**src/rtl/mdu_pkg.sv**
```systemverilog
// mdu_pkg: opcodes, sequencer states and datapath width shared by the multiply/divide unit.
package mdu_pkg;

    localparam int MDU_WIDTH = 32;

    typedef enum logic [2:0] {
        MD_MULT  = 3'd0,
        MD_MULTU = 3'd1,
        MD_DIV   = 3'd2,
        MD_DIVU  = 3'd3,
        MD_MFHI  = 3'd4,
        MD_MFLO  = 3'd5,
        MD_MTHI  = 3'd6,
        MD_MTLO  = 3'd7
    } md_op_e;

    typedef enum logic [2:0] {
        ST_IDLE,
        ST_MUL,
        ST_DIV,
        ST_FIX,
        ST_DONE
    } st_e;

endpackage

```
**src/rtl/mdu_iter_step.sv**
```systemverilog
// mdu_iter_step: one iteration of shift-add multiply or restoring divide on a {hi,lo} accumulator.
module mdu_iter_step #(
    parameter int WIDTH = 32
) (
    input  logic                 is_div,
    input  logic [2*WIDTH-1:0]   acc,
    input  logic [WIDTH-1:0]     b,
    output logic [2*WIDTH-1:0]   acc_next
);
    logic [WIDTH:0] sum;
    logic [WIDTH:0] rem_sh;
    logic [WIDTH:0] diff;
    logic           ge;

    // Partial remainder stays below the divisor, so the shifted value fits in WIDTH+1 bits
    // and the top bit of the difference is a clean borrow flag.
    always_comb begin
        sum      = {1'b0, acc[2*WIDTH-1:WIDTH]} + (acc[0] ? {1'b0, b} : '0);
        rem_sh   = {acc[2*WIDTH-1:WIDTH], acc[WIDTH-1]};
        diff     = rem_sh - {1'b0, b};
        ge       = ~diff[WIDTH];
        acc_next = is_div ? {ge ? diff[WIDTH-1:0] : rem_sh[WIDTH-1:0], acc[WIDTH-2:0], ge}
                          : {sum, acc[WIDTH-1:1]};
    end
endmodule

```
**src/rtl/mdu_sequencer.sv**
```systemverilog
// mdu_sequencer: multi-cycle MULT/DIV sequencer owning HI/LO, with PC stall and MT/MF access.
module mdu_sequencer
    import mdu_pkg::*;
#(
    parameter int WIDTH = MDU_WIDTH
) (
    input  logic             clk,
    input  logic             rst_n,
    input  logic             op_valid,
    input  md_op_e           op,
    input  logic [WIDTH-1:0] rs_data,
    input  logic [WIDTH-1:0] rt_data,
    output logic             stall,
    output logic [WIDTH-1:0] mf_data,
    output logic [WIDTH-1:0] hi,
    output logic [WIDTH-1:0] lo,
    output logic             done,
    output logic             div_zero
);
    localparam int CW = $clog2(WIDTH);

    st_e                state_q, state_d;
    logic [CW-1:0]      cnt_q, cnt_d;
    logic [2*WIDTH-1:0] acc_q, acc_d, acc_step, prod;
    logic [WIDTH-1:0]   b_q, b_d, hi_q, hi_d, lo_q, lo_d, abs_rs, abs_rt;
    logic               neg_q_q, neg_q_d, neg_r_q, neg_r_d, div_q, div_d;
    logic               done_q, done_d, dz_q, dz_d;
    logic               is_md, signed_op;

    mdu_iter_step #(.WIDTH(WIDTH)) u_step (
        .is_div   (state_q == ST_DIV),
        .acc      (acc_q),
        .b        (b_q),
        .acc_next (acc_step)
    );

    assign is_md     = op_valid && !op[2];
    assign signed_op = (op == MD_MULT) || (op == MD_DIV);
    assign abs_rs    = (signed_op && rs_data[WIDTH-1]) ? -rs_data : rs_data;
    assign abs_rt    = (signed_op && rt_data[WIDTH-1]) ? -rt_data : rt_data;
    assign prod      = neg_q_q ? -acc_q : acc_q;

    assign stall    = (state_q == ST_IDLE && is_md) || state_q inside {ST_MUL, ST_DIV, ST_FIX};
    assign mf_data  = !op_valid ? '0 : op == MD_MFHI ? hi_q : op == MD_MFLO ? lo_q : '0;
    assign hi       = hi_q;
    assign lo       = lo_q;
    assign done     = done_q;
    assign div_zero = dz_q;

    always_comb begin
        state_d = state_q;
        cnt_d   = cnt_q;
        acc_d   = acc_q;
        b_d     = b_q;
        hi_d    = hi_q;
        lo_d    = lo_q;
        neg_q_d = neg_q_q;
        neg_r_d = neg_r_q;
        div_d   = div_q;
        done_d  = 1'b0;
        dz_d    = 1'b0;
        unique case (state_q)
            ST_IDLE: begin
                if (is_md) begin
                    neg_q_d = signed_op && (rs_data[WIDTH-1] ^ rt_data[WIDTH-1]);
                    neg_r_d = signed_op && rs_data[WIDTH-1];
                    div_d   = op[1];
                    cnt_d   = CW'(WIDTH - 1);
                    if (op[1] && rt_data == '0) begin
                        // Divide by zero short-circuits: raw results, no sign fixup.
                        lo_d    = '1;
                        hi_d    = rs_data;
                        done_d  = 1'b1;
                        dz_d    = 1'b1;
                        state_d = ST_DONE;
                    end else begin
                        acc_d   = {{WIDTH{1'b0}}, op[1] ? abs_rs : abs_rt};
                        b_d     = op[1] ? abs_rt : abs_rs;
                        state_d = op[1] ? ST_DIV : ST_MUL;
                    end
                end else if (op_valid && op == MD_MTHI) begin
                    hi_d = rs_data;
                end else if (op_valid && op == MD_MTLO) begin
                    lo_d = rs_data;
                end
            end
            ST_MUL, ST_DIV: begin
                acc_d   = acc_step;
                cnt_d   = cnt_q - 1'b1;
                state_d = cnt_q == '0 ? ST_FIX : state_q;
            end
            ST_FIX: begin
                hi_d    = !div_q ? prod[2*WIDTH-1:WIDTH]
                                 : neg_r_q ? -acc_q[2*WIDTH-1:WIDTH] : acc_q[2*WIDTH-1:WIDTH];
                lo_d    = prod[WIDTH-1:0];
                done_d  = 1'b1;
                state_d = ST_DONE;
            end
            ST_DONE: state_d = ST_IDLE;
            default: state_d = ST_IDLE;
        endcase
    end

    always_ff @(posedge clk) begin
        if (!rst_n) begin
            state_q <= ST_IDLE;
            cnt_q   <= '0;
            acc_q   <= '0;
            b_q     <= '0;
            hi_q    <= '0;
            lo_q    <= '0;
            neg_q_q <= 1'b0;
            neg_r_q <= 1'b0;
            div_q   <= 1'b0;
            done_q  <= 1'b0;
            dz_q    <= 1'b0;
        end else begin
            state_q <= state_d;
            cnt_q   <= cnt_d;
            acc_q   <= acc_d;
            b_q     <= b_d;
            hi_q    <= hi_d;
            lo_q    <= lo_d;
            neg_q_q <= neg_q_d;
            neg_r_q <= neg_r_d;
            div_q   <= div_d;
            done_q  <= done_d;
            dz_q    <= dz_d;
        end
    end
endmodule

```
**config.mk**
```make
export PLATFORM = sky130hd
export DESIGN_NAME = mdu_sequencer
export DESIGN_NICKNAME = d
export VERILOG_FILES = /design/src/rtl/mdu_pkg.sv /design/src/rtl/mdu_iter_step.sv /design/src/rtl/mdu_sequencer.sv
export SDC_FILE = /design/constraint.sdc
export NUM_CORES = 1
export LEC_CHECK = 0
export ABC_AREA = 1
export BUFFER_PORTS_ARGS = -buffer_cell sky130_fd_sc_hd__buf_2
export CAP_MARGIN = 0
export CORE_MARGIN = 2
export CORE_UTILIZATION = 41
export DETAILED_ROUTE_END_ITERATION = 7
export SYNTH_ARGS = -nofsm -noshare
export SYNTH_HDL_FRONTEND = slang
export SYNTH_SLANG_ARGS = --single-unit
```
**constraint.sdc**
```tcl
create_clock -name clk -period 4.7 [get_ports clk]
set_input_delay 0.705 -clock clk [delete_from_list [all_inputs] [get_ports clk]]
set_output_delay 0.705 -clock clk [all_outputs]
set_load 0.05 [all_outputs]
```
==> run metrics <==
Synth Register Bits=between 150 and 200; post-cts resize count=0; worst min-delay path class=flop to flop; Synth Area in Compound Gates=20.34%; most common cell after layout, fill and taps aside=nand2_1; Switching Fraction=61.89%; CORE AREA=45480 um2; CP Class=input pin to output port; Post-Synth XOR/XNOR Area=1.991%; post-synthesis mux area share=0%; RSZ-0062 raised after global routing=false; vias in the first global route=20620; Slowest cell on crit path=nand3_1; layout cell share with drive strength beyond 1=8.952%; average routed wire per standard cell=20.94 um; Routed Wire Length=86.73 mm; hold buffers post-CTS=0; CP arrival=2840 ps; Final GP Congestion=1.041; Die ar.=47860 um2; Synth Area per Inst=5.484 um2; P_int=~5.3 mW; ys async rst share=0%; final setup vio count=0; Synth Warn #=0; largest net degree at the start of global routing=105; Nets=approximately 3700; Comb power frac=between 70% and 80%; Area growth syn-to-layout=9.381%; max_cap viols=0; Post-Place Cells=4109; most frequent cells in the layout=903 x nand2_1, 537 x inv_1, 341 x nor2_1; Placement Cell Area=20100 um2; Die H=218.8 um; Final Skew=13.10 ps; clock buffer count from CTS=17; Final Instance Area=20690 um2; area of the multi-input gates=12710 um2; Worst-Margin Slew=1028 ps; TritonCTS clock tree=yes; Fin. Hold Viols=0; Crit Path Max Fanout=19; Post-Syn Nets=~3600; Worst setup EP type=output port; WP data required=3990 ps; initial core utilization=41.59%; final hold slack=approximately 470 ps; max incr delay on CP=690 ps; initial antenna violation count=1; dominant synthesized flop cell=dfxtp_1; slew margin rel.=30.72%; Mapped Cells=3449; CP Launch Type=input pin; CTS H-tree depth=4; period utilization=between 70% and 80%; Buffers & Inverters on Critical Path=4; Chip Width=218.8 um; area of the mapped netlist=18910 um2; first-pass GRT wire length=between 100 and 150 mm; CTS Sinks=173; # rows=78; switching power=8.668 mW; Post-synth EDFFs=0; simple-gate share of the synthesized area=between 30 and 40%; Setup Fix Bufs, Post-CTS=0; Worst VDD drop=0.4571 mV; static leakage=10.56 nW; fillers=5222; Clock power frac=10.5%; DP Wirelength=69.43 mm; PwrDens=677.0 nW/um2; final antenna diode count=0; Buffers on Ports=168; gr usage total=between 30 and 40%; root buffer cell=clkbuf_16; adder-cell share of the synthesized area=4.843%; minimum clock period=3549 ps; outcome=finished clean; DR DRC count=0; remaining antenna violation count=0; Fin Setup TNS=0 ps; initial DRC count=3138; register area share after synthesis=18.31%; clock transition at the registers of the reported paths=70 ps; vias per cell=5.664; FF/Latch Area=3465 um2; CP Cell Sequence=buf_2 > inv_1 > nand3_1 > o22ai_1 > inv_1 > nor2_1 > buf_2; max-slew violations=0; Via Count=23450; First-pass DRT Iterations=6; largest family of logic cells by synthesized area=simple AND/OR/NAND/NOR gates; global route overflow=0; Achievable Freq=281.8 MHz; worst skew pair latency=470 ps; Power, Total=14.01 mW; fin cells=4141; Cell variety after synth=54; Top Ports=169; sequential power share=~19%; CTS max path bufs=2; Top Family by Delay on Critical Path=buffers and inverters
==> cells in the mapped netlist, types with 14 or more instances <==
| library cell | n | area (um2) |
|---|---|---|
| buf_2 | 29 | 145.1 |
| nor2_1 | 341 | 1280 |
| nand2_2 | 21 | 131.4 |
| o21ai_1 | 14 | 70.07 |
| nand2_1 | 904 | 3393 |
| a31oi_1 | 21 | 131.4 |
| o21bai_1 | 14 | 105.1 |
| o211ai_1 | 38 | 285.3 |
| nor3_1 | 26 | 130.1 |
| ha_1 | 70 | 875.8 |
| a21oi_1 | 282 | 1411 |
| o21ai_0 | 272 | 1361 |
| xor2_1 | 41 | 359.1 |
| nand3b_1 | 19 | 142.6 |
| clkbuf_1 | 91 | 341.6 |
| nand3_1 | 332 | 1662 |
| dfxtp_1 | 173 | 3463 |
| inv_1 | 538 | 2019 |
| o22ai_1 | 23 | 143.9 |
| nand4_1 | 65 | 406.6 |
==> cells by family (layout without fill, tap and decap cells) <==
family	after synthesis	after routing
DFF	173	173
and+or+nand+nor	1762	1762
adders and majority gates	72	72
AOI/OAI and AO/OA	705	705
buffers and inverters	694	786
xor gates and xnor gates	43	43
==> routing by layer <==
metal	wire length, um	GRT usage, %	up-vias	part of all wire [%]
met3	10030	7.096	179	12
met4	3752	14.48	2	4.3
met1	37700	51.90	10620	43
met2	35240	50.71	1322	41
li1	-	-	11340	-
met5	12	0	-	0.014
==> state kept, by name, indices dropped and copies added (netlist names) <==
register and cells:
done 1, div_q 1, cnt_q 5, state_q 3, div_zero 1, hi 32
acc_q 64, b_q 32, neg_q_q 1, lo 32, neg_r_q 1
==> final timing paths <==
| check | startpoint | end | slack, ps | cells past startpoint |
|---|---|---|---|---|
| worst min register to register | lo[14] | lo[14] | 470 | 2 |
| worst max register to register | acc_q[0] | acc_q[61] | 1160 | 19 |
| worst min-delay path | lo[14] | lo[14] | 470 | 2 |
| worst max-delay path | op[0] | mf_data[16] | 1150 | 7 |
==> worst register-to-register path: cells and delay by family (launching register included) <==
family | cells | cell delay, ps
adders and majority gates | 2 | 630
and+or+nand+nor | 11 | 1060
AOI/OAI and AO/OA | 1 | 120
DFF | 1 | 800
buffers and inverters | 5 | 870
==> layout make-up <==
| cell class | instances | share of cell area (%) |
|---|---|---|
| clock inverters | 15 | 0.7802 |
| flip-flops and latches | 173 | 16.75 |
| clock buffers | 17 | 2.056 |
| inverters | 551 | 10.01 |
| well taps | 600 | 3.629 |
| repair buffers | 203 | 5.334 |
| multi-input cells | 2582 | 61.44 |
==> stage by stage <==
| step | utilization [%] | setup slack [ps] |
|---|---|---|
| floorplan | - | 1513 |
| global placement | 44.20 | 1075 |
| detailed placement | 44.20 | 1003 |
| CTS | 45.49 | 1226 |
| global route | 45.49 | 965.2 |
| finish | 45.49 | 1151 |
==> power by group through the flow <==
stage	logic [mW]	clock network (mW)	registers, mW
floorplan	6.25	0	3.30
global placement	9.51	0	2.71
detailed placement	9.51	0	2.70
CTS	9.55	1.47	2.68
global route	10.7	1.53	2.75
finish	9.82	1.47	2.72
Power figures use the tool's default switching activity.
